**src/rtl/sar_compare_search.sv**
```systemverilog
// Successive-approximation search engine driving a 3-flag magnitude comparator.
// One trial per bit, MSB first, with early exit on an equal flag.
module sar_compare_search #(
  parameter int WIDTH    = 8,
  parameter int CMP_WAIT = 1
) (
  input  logic                       Clock_In,
  input  logic                       Reset_In,
  input  logic                       Start_In,
  input  logic                       A_gt_B_In,
  input  logic                       A_eq_B_In,
  input  logic                       A_lt_B_In,
  output logic                       Compare_Enable_Out,
  output logic [WIDTH-1:0]           Guess_Out,
  output logic [WIDTH-1:0]           Result_Out,
  output logic [$clog2(WIDTH+1)-1:0] Trials_Out,
  output logic                       Busy_Out,
  output logic                       Done_Out,
  output logic                       Found_Out,
  output logic                       Error_Out
);

  localparam int TW = $clog2(WIDTH + 1);
  localparam int IW = $clog2(WIDTH);
  localparam int CW = (CMP_WAIT > 0) ? $clog2(CMP_WAIT + 1) : 1;

  typedef enum logic [1:0] {
    IDLE  = 2'd0,
    TRIAL = 2'd1,
    DONE  = 2'd2,
    ERROR = 2'd3
  } state_e;

  state_e           state_q, state_d;
  logic [WIDTH-1:0] guess_q, guess_d;
  logic [WIDTH-1:0] result_q, result_d;
  logic [TW-1:0]    trials_q, trials_d;
  logic [IW-1:0]    idx_q, idx_d;
  logic [CW-1:0]    cnt_q, cnt_d;
  logic             found_q, found_d;
  logic             busy_q, done_q, error_q;
  logic [WIDTH-1:0] upd_guess;

  always_comb begin
    // NOTE: every combinational output gets a default first so no path leaves it unassigned (no latch).
    state_d   = state_q;
    guess_d   = guess_q;
    result_d  = result_q;
    trials_d  = trials_q;
    idx_d     = idx_q;
    cnt_d     = cnt_q;
    found_d   = found_q;
    upd_guess = guess_q;

    unique case (state_q)
      IDLE, DONE, ERROR: begin
        if (Start_In) begin
          state_d               = TRIAL;
          guess_d               = '0;
          guess_d[WIDTH-1]      = 1'b1;
          idx_d                 = IW'(WIDTH - 1);
          cnt_d                 = CW'(CMP_WAIT);
          trials_d              = '0;
          found_d               = 1'b0;
        end
      end
      TRIAL: begin
        if (cnt_q != '0) begin
          cnt_d = cnt_q - 1'b1;
        end else begin
          trials_d = trials_q + 1'b1;
          // X/Z or multi-hot flags never match a legal pattern and fall to ERROR.
          case ({A_gt_B_In, A_eq_B_In, A_lt_B_In})
            3'b010: begin
              result_d = guess_q;
              found_d  = 1'b1;
              state_d  = DONE;
            end
            3'b100, 3'b001: begin
              if (A_gt_B_In) upd_guess[idx_q] = 1'b0;
              if (idx_q != '0) begin
                upd_guess[idx_q - 1'b1] = 1'b1;
                idx_d                   = idx_q - 1'b1;
                cnt_d                   = CW'(CMP_WAIT);
              end else begin
                result_d = upd_guess;
                state_d  = DONE;
              end
              guess_d = upd_guess;
            end
            default: state_d = ERROR;
          endcase
        end
      end
      default: state_d = IDLE;
    endcase
  end

  // NOTE: sequential state uses non-blocking assignments so all registers update from pre-edge values.
  always_ff @(posedge Clock_In or posedge Reset_In) begin
    if (Reset_In) begin
      state_q  <= IDLE;
      guess_q  <= '0;
      result_q <= '0;
      trials_q <= '0;
      idx_q    <= '0;
      cnt_q    <= '0;
      found_q  <= 1'b0;
      busy_q   <= 1'b0;
      done_q   <= 1'b0;
      error_q  <= 1'b0;
    end else begin
      state_q  <= state_d;
      guess_q  <= guess_d;
      result_q <= result_d;
      trials_q <= trials_d;
      idx_q    <= idx_d;
      cnt_q    <= cnt_d;
      found_q  <= found_d;
      busy_q   <= (state_d == TRIAL);
      done_q   <= (state_d == DONE) || (state_d == ERROR);
      error_q  <= (state_d == ERROR);
    end
  end

  assign Compare_Enable_Out = busy_q;
  assign Busy_Out           = busy_q;
  assign Guess_Out          = guess_q;
  assign Result_Out         = result_q;
  assign Trials_Out         = trials_q;
  assign Done_Out           = done_q;
  assign Found_Out          = found_q;
  assign Error_Out          = error_q;

endmodule

```
**config.mk**
```make
export PLATFORM = sky130hd
export DESIGN_NAME = sar_compare_search
export DESIGN_NICKNAME = d
export VERILOG_FILES = /design/src/rtl/sar_compare_search.sv
export SDC_FILE = /design/constraint.sdc
export NUM_CORES = 1
export LEC_CHECK = 0
export BUFFER_PORTS_ARGS = -buffer_cell sky130_fd_sc_hd__buf_2
export CAP_MARGIN = 20
export CORE_MARGIN = 5
export CORE_UTILIZATION = 56
export CTS_BUF_LIST = sky130_fd_sc_hd__clkbuf_8
export DETAILED_ROUTE_END_ITERATION = 6
export GPL_TIMING_DRIVEN = 0
export MAX_ROUTING_LAYER = met4
export PLACE_DENSITY_LB_ADDON = 0.12
export SLEW_MARGIN = 15
export SYNTH_ARGS = -nofsm -noshare
export SYNTH_HDL_FRONTEND = slang
export SYNTH_SLANG_ARGS = --single-unit
export TNS_END_PERCENT = 20
```
**constraint.sdc**
```tcl
create_clock -name Clock_In -period 2.6 [get_ports Clock_In]
set_input_delay 0.13 -clock Clock_In [delete_from_list [all_inputs] [get_ports Clock_In]]
set_output_delay 0.13 -clock Clock_In [all_outputs]
set_load 0.03 [all_outputs]
```
Word level (Yosys, flattened, before mapping). Index checks and enable logic that the tools add are counted.

Register bits: 30. Bits of input ports: 6. Output and inout bits: 25. Word-level logic and storage cells: 86.

Add/subtract/negate cells: 3. Order comparisons: 4. Equal/unequal tests: 15. Multiplexer cells: 37. Bitwise operators: 4. Reduce and logical (&&, ||, !) cells: 13.

Operators by type and width (count): $mux W8 (9); $pmux W8 S2 (2); $mux W3 (4); $ne A2 B2 Y1 const B (5); $mux W1 (9); $and A8 B8 Y8 (1); $eq A2 B2 Y1 const B (4); $lt A3 B4 Y1 const B (2); $mux W4 (2); $not A8 Y8 (1); $or A8 B8 Y8 (1); $pmux W2 S2 (2); $pmux W4 S2 (1); $reduce_and A4 Y1 (2); $demux W1 S3 (2); $ge A3 B1 Y1 const B (2); $mux W2 (3); $pmux W3 S2 (1); $reduce_and A3 Y1 (2); $add A4 B1 Y4 const B (1); $eq A2 B1 Y1 const B (2); $pmux W1 S2 (2); $eq A3 B1 Y1 const B (1); $eq A3 B2 Y1 const B (1); 13 further kinds (14).

Logic depth before layout (Yosys ltp). Gate-level depths: netlist (run 1).

Depth after elaboration: 15. Mapped depth: 8. Depth with buffers taken out: 6.

Worst setup path after synthesis (run 1). Ideal clock, no wire load.

Path type: register to register. Start: register idx_q[1]. End: register result_q[0] (netlist: Result_Out[0]). Setup time: 0.125 ns. Data arrival time: 1.770 ns. Data required time: 2.475 ns. Path slack: 0.705 ns. Cell stages (with the launch flop): 9. Path buffers: 2. Period minus slack after synthesis: 1.895 ns. Cell sequence: dfrtp_1 -> buf_2 -> inv_1 -> ha_1 -> nor2b_1 -> nand3_1 -> o31ai_4 -> buf_6 -> mux2_4.

Cells in the longest elaborated chain, start to end: 12. Elaborated cells on any way between the ends: 16. Classes of those cells: 2 x order compare; 1 x eq/ne; 8 x mux; 2 x bitwise; 3 x reduce/logical.

Ends and longest elaborated chain: start, declared (RTL line 38) `logic [IW-1:0] idx_q, idx_d;`; start signal, assigned (RTL line 117) `idx_q <= idx_d;`; $lt A3 B4 Y1 (not written as such) / $ge A3 B1 Y1 (equally long branches) (RTL line 80) `if (A_gt_B_In) upd_guess[idx_q] = 1'b0;`; $logic_and A1 B1 Y1 (not written as such) (RTL line 80); $mux W1 (not written as such) (RTL line 80); $demux W1 S3 (RTL line 80); $not A8 Y8 (no source line); $and A8 B8 Y8 (no source line); $mux W8 (RTL line 80); $mux W8 (RTL line 73) `case ({A_gt_B_In, A_eq_B_In, A_lt_B_In})`; $mux W8 (RTL line 68) `if (cnt_q != '0) begin`; $mux W8 (RTL line 55) `unique case (state_q)`; $mux W8 (RTL line 81) `if (idx_q != '0) begin`; $pmux W8 S2 (RTL line 73); end signal, assigned (RTL line 115) `result_q <= result_d;`; end, declared (RTL line 36) `logic [WIDTH-1:0] result_q, result_d;`.

Parallel ways exist; a longest one is shown, timed or not. The select of a mux whose other input is x is not followed. A chain may end at the register's enable or synchronous reset.

Worst setup path after layout (run 1). Same ends and word-level chain as after synthesis.

==> flow_summary.yaml, run 1 <==
route:
  detail_route.vias_per_cell: 5.59
  drc: 0
  post_dr_wirelength_cell_microns: 16.2
  route.vias.total: 1196
  drt_iter0_drc: 34
  routed_wirelength_mm: 3.46
  drt-pass1-iter-count: 4
  route.antenna.remaining_nets: 0
floorplan:
  ios: 31
  die_width_microns: 62.6
  design.core.area_sq_mm: 0.00271
  dieHeight_microns: 62.6
  fp.dieArea_sq_mm: 0.00391
  initial_utilization_pct: 57.1
  floorplan.rows: 19
logic_synthesis:
  synth.cell_area_sq_mm: 0.00155
  synth_largest_type_area_fraction_pct: 48.5
  number_of_distinct_library_cell_variants_in_the_gate_level_netlist_after_synthesis: 37
  post_synth_edffs: 0
  postSynth.topFlopCell: "sky130_fd_sc_hd__dfrtp_1"
  synth_top_cell_by_area: "sky130_fd_sc_hd__dfrtp_1"
  synth.net_count: 155
  synthesis.yosys.warnings: 0
  synth_area_per_cell_sq_um: 10.6
  sequential_to_total_area_share_from_yosys_stat_pct: 48.5
  cell_types_with_the_largest_area_share_after_synthesis: "sky130_fd_sc_hd__dfrtp_1, sky130_fd_sc_hd__a32o_1, sky130_fd_sc_hd__mux2i_1"
  synthArstFlopShare_pct: 100
  synth_top_cells_by_count: "sky130_fd_sc_hd__dfrtp_1, sky130_fd_sc_hd__nand2_1, sky130_fd_sc_hd__inv_1"
  synth-seq-cells: 30
  syn-instance-count: 146
  synthMostInstantiatedCell: "sky130_fd_sc_hd__dfrtp_1"
layout:
  final_core_util_pct: 68.3
  antenna_cells_inserted: 0
  layout-area-overhead-vs-synth_pct: 19.7
  post_route_cells_drive_above_1_share_pct: 27.9
  finalInstanceArea_sq_mm: 0.00185
  final_nets: 193
power:
  cellPowerDensity_mw_per_mm2: 1080
  ir_worst_vdd_uv: 824
  total_power_uw: 2000
  pleak_uw: 0.000864
timing:
  post-route-period-util_pct: 83.1
  timing.final.setup_violations: 0
  report.final.slew_viol_count: 0
  worst_slew_margin_rel_pct: 59.2
  tightest_slew_ns: 0.610
  tns_ns: 0
  unrepaired_setup_endpoints_after_global_routing: "no"
  skew_final_ns: 0.00348
  timing.fmax_mhz: 463
  timing.final.crit_period_ns: 2.16
  hold_viol: 0
clock_network:
  ctsHoldBuffers: 1
  cts_resized: 0
  number_of_clock_buffers_inserted_by_tritoncts: 5
  clkSlewWorstSetupHoldPaths_ns: 0.06
  clock_latency_of_the_later_clocked_register_in_the_worst_skew_pair_ns: 0.28
  h-tree-depth: 2
  cts_root_buf: "sky130_fd_sc_hd__clkbuf_8"
  clockBufferDepth: 2
  post_cts.repair.setup_buffers: 0
  cts_tree: "yes"
  cts.sinks: 30
setup_path:
  endpoint_kind: "register"
  cp_data_required_time_ns: 2.76
  timing.reg2reg.setup_slack_ns: 0.44
  worstSetupPathType: "register to register"
  arrival_ns: 2.32
  crit_path_max_fanout: 10
  startpoint_types: "register"
job:
  timing.max_cap.violations: 0
grt:
  gr_util_all_layers_pct: 20.8
  grt_pass1_wl_mm: 6.33
  grt_start_max_net_pins: 20
  first_global_vias: 1313
  remaining_overflow_grt: 0
  antenna_found_initial: 0
place:
  total_of_buffers_placed_on_input_and_output_ports: 29
  dpl_cell_area_sq_mm: 0.00176
  detailedPlacementHpwl_mm: 2.59
  globalplace.congestion: 0.852
status:
  status: "finished, final reports clean"
hold_path:
  worst_hold_path_type: "input pin to register"
## worst paths after layout
path,start,to,depth (start not counted)
max in group asynchronous,Reset_In,idx_q[0],4
worst min-delay path,Start_In,Done_Out,2
min in group asynchronous,Reset_In,Trials_Out[0],3
worst max register to register,idx_q[1],Result_Out[0],8
worst max-delay path,idx_q[1],Result_Out[0],8
worst min register to register,Trials_Out[3],Trials_Out[3],1
## state kept, by name, summed over array words and instances, names as in the netlist
name / count
Guess_Out: 8
state_q: 2
idx_q: 3
Done_Out: 1
cnt_q: 1
Found_Out: 1
Trials_Out: 4
Busy_Out: 1
Result_Out: 8
Error_Out: 1
## report_power, final
part           switching, uW  internal, uW
clock network            158           203
logic                    623           308
registers               94.0           617
total                    875          1130
## per-layer routing
| layer | global-route usage [%] | share of wire (%) |
|---|---|---|
| met2 | 34.5 | 51 |
| met5 | - | 0 |
| met4 | 6.37 | 1.2 |
| met1 | 24.5 | 42 |
| met3 | 6.12 | 5.0 |
## cell type report
class,count,area [sq um]
fillers,227,860
flip-flops and latches,30,751
multi-input cells,96,698
repair buffers,31,183
clock buffers,6,82.6
plain buffers,9,56.3
inverters,11,41.3
well taps,31,38.8
## through the flow
step	std cells	setup WS, ns	hold slack, ns
global placement	206	0.490	0.374
finish	214	0.440	0.0899
CTS	214	0.441	0.0798
global route	214	0.249	0.108
floorplan	146	0.705	0.221
detailed placement	207	0.476	0.191
## critical path: stages (launching register included)
cell and delay (ns):
sky130_fd_sc_hd__dfrtp_1 0.36, sky130_fd_sc_hd__buf_2 0.17, sky130_fd_sc_hd__inv_1 0.13, sky130_fd_sc_hd__ha_1 0.20, sky130_fd_sc_hd__nor2b_1 0.31, sky130_fd_sc_hd__nand3_1 0.19
sky130_fd_sc_hd__o31ai_4 0.15, sky130_fd_sc_hd__buf_6 0.21, sky130_fd_sc_hd__mux2_4 0.31
## cell usage in the layout (no fill, tap or decap), drive strengths merged
cell type and instances:
nand4bb 1, nor2 10, clkbuf 9, o31a 3, nor2b 2, xor2 1, a21oi 2, nand3 6
a211o 2, a32o 7, mux2 2, dlygate4sd3 1, mux2i 7, xnor2 2, buf 36, o21ai 9
dfrtp 30, nor4 2, and2 5, nor3b 4, or3b 1, a211oi 1, a31oi 1, o22ai 2
inv 11, o31ai 1, ha 3, nand4 1, nor3 4, nand2b 1, nor4b 1, or2b 2
nand2 13
## cells by family (layout without fill, tap and decap cells)
group	count (synthesis)	count (layout)	synth area share, %
AND/OR/NAND/NOR	53	53	20.3
flip-flops	30	30	48.5
AO/OA/AOI/OAI	28	28	14.0
buffers and inverters	20	57	6.31
multiplexers	9	9	6.23
adder cells (fa/ha/maj)	3	3	2.43
XOR/XNOR	3	3	2.18
No activity file was read; power rests on OpenSTA's default activity.
==> run 2, diff against run 1 <==
- clock period: 2.6 -> 2.2 ns (I/O delays scaled with it)
==> flow_summary.yaml, run 2 (synthesis gave the netlist of run 1 again) <==
timing:
  report.final.slew_viol_count: 0
  timing.final.crit_period_ns: 2.03
  timing.fmax_mhz: 493
  skew_final_ns: 0.00421
  final_critical_path_setup_slack_ns: 0.171
  min_hold_slack_ns: 0.0745
  timing.final.setup_violations: 0
  post-route-period-util_pct: 92.2
  tns_ns: 0
  worst_slew_margin_rel_pct: 58.6
  tightest_slew_ns: 0.620
  unrepaired_setup_endpoints_after_global_routing: "no"
  hold_viol: 0
clock_network:
  cts_tree: "yes"
  cts.sinks: 30
  clock_latency_of_the_later_clocked_register_in_the_worst_skew_pair_ns: 0.28
  clockBufferDepth: 2
  number_of_clock_buffers_inserted_by_tritoncts: 5
  h-tree-depth: 2
  cts_root_buf: "sky130_fd_sc_hd__clkbuf_8"
  clkSlewWorstSetupHoldPaths_ns: 0.06
floorplan:
  die_width_microns: 62.6
  fp.dieArea_sq_mm: 0.00391
  floorplan.rows: 19
  design.core.area_sq_mm: 0.00271
  dieHeight_microns: 62.6
  initial_utilization_pct: 57.1
  ios: 31
place:
  detailedPlacementHpwl_mm: 2.59
  total_of_buffers_placed_on_input_and_output_ports: 29
  globalplace.congestion: 0.852
  dp_cells: 207
  pre_cts_ws_ns: 0.0760
  dpl_cell_area_sq_mm: 0.00176
grt:
  antenna_found_initial: 0
  gr_util_all_layers_pct: 20.8
  grt_start_max_net_pins: 20
  remaining_overflow_grt: 0
  grt_pass1_wl_mm: 6.33
  first_global_vias: 1313
setup_path:
  worstSetupPathType: "register to register"
  cp_data_required_time_ns: 2.36
  regToRegStartpoint: "idx_q[1]"
  crit_path_max_fanout: 9
  ff2ff_path_depth: 8
  endpoint_kind: "register"
  arrival_ns: 2.19
  timing.reg2reg.setup_slack_ns: 0.17
  r2r_end: "Result_Out[1]"
  startpoint_types: "register"
layout:
  stdcell_count: 219
  layout.cells.most_common_list: "sky130_fd_sc_hd__buf_2, sky130_fd_sc_hd__dfrtp_1, sky130_fd_sc_hd__nand2_1"
  most_frequent_standard_cell_in_the_layout_excluding_fill_and_tap_cells: "sky130_fd_sc_hd__buf_2"
  layout.filler_cells: 226
  post_route_cells_drive_above_1_share_pct: 31.9
  antenna_cells_inserted: 0
  final_nets: 198
  finalInstanceArea_sq_mm: 0.00190
  layout-area-overhead-vs-synth_pct: 22.6
route:
  detail_route.vias_per_cell: 5.63
  route.vias.total: 1234
  drt_iter0_drc: 44
  drc: 0
  routed_wirelength_mm: 3.53
  drt-pass1-iter-count: 4
  route.antenna.remaining_nets: 0
  post_dr_wirelength_cell_microns: 16.1
job:
  timing.max_cap.violations: 0
power:
  cellPowerDensity_mw_per_mm2: 1260
  pleak_uw: 0.000886
  ir_worst_vdd_uv: 973
hold_path:
  worst_hold_path_type: "input pin to register"
  worstHoldEndpoint: "Done_Out"
  min-delay-start: "Start_In"
  worst_hold_path.num_cells: 2
status:
  status: "finished, final reports clean"
run 2: worst max-delay path, stage by stage, from the launching register on:
cell and delay (ns):
sky130_fd_sc_hd__dfrtp_1 0.36, sky130_fd_sc_hd__buf_2 0.18, sky130_fd_sc_hd__inv_2 0.10, sky130_fd_sc_hd__ha_2 0.19, sky130_fd_sc_hd__nor3b_2 0.15, sky130_fd_sc_hd__mux2i_1 0.13
sky130_fd_sc_hd__o31ai_4 0.31, sky130_fd_sc_hd__buf_4 0.17, sky130_fd_sc_hd__mux2_2 0.32
run 2: how the worst max path moves through the flow:
stage             start             to  slack (ns)
2_1_floorplan  idx_q[1]  Result_Out[0]        0.30
3_3_place_gp   idx_q[1]  Result_Out[0]        0.09
3_5_place_dp   idx_q[1]  Result_Out[0]        0.08
4_1_cts        idx_q[1]  Result_Out[0]        0.04
5_1_grt        idx_q[1]  Result_Out[1]        0.04
6_report       idx_q[1]  Result_Out[1]        0.17
run 2: where the power goes:
group / switching [uW] / internal, uW / total, uW / leakage, uW
Sequential: 111 / 729 / 840 / 0.000373
Combinational: 744 / 377 / 1120 / 0.000470
Clock: 184 / 240 / 425 / 0.0000431
Total: 1040 / 1350 / 2390 / 0.000886
run 2: final cells by class:
type | instances | area, sq um | share of cell area (%)
multi-input combinational | 96 | 708 | 37.4
clock buffer | 6 | 82.6 | 4.36
tap | 31 | 38.8 | 2.05
inverter | 11 | 41.3 | 2.18
timing repair buffer | 36 | 218 | 11.5
sequential | 30 | 751 | 39.6
buffer | 9 | 56.3 | 2.97
run 2: per-stage QoR:
| stage | utilization, % | power (uW) |
|---|---|---|
| 3_3_place_gp | 63.9 | 1910 |
| 6_report | 69.9 | 2390 |
| 3_5_place_dp | 64.9 | 1950 |
| 4_1_cts | 68.3 | 2390 |
| 2_1_floorplan | - | 1640 |
| 5_1_grt | 69.9 | 2570 |
run 2: layer usage:
| metal | global-route usage, % | up-vias | share of wire (%) |
|---|---|---|---|
| met5 | - | - | 0 |
| met4 | 6.37 | 0 | 1.4 |
| met3 | 6.12 | 7 | 5.2 |
| met2 | 34.5 | 33 | 53 |
| met1 | 24.5 | 599 | 41 |
| li1 | - | 595 | - |
run 2: timing repair:
item,CTS,global route
setup endpoints to repair,0,6
hold buffers,1,0
hold endpoints to repair,11,0
resized for setup,0,4
setup buffers,0,4
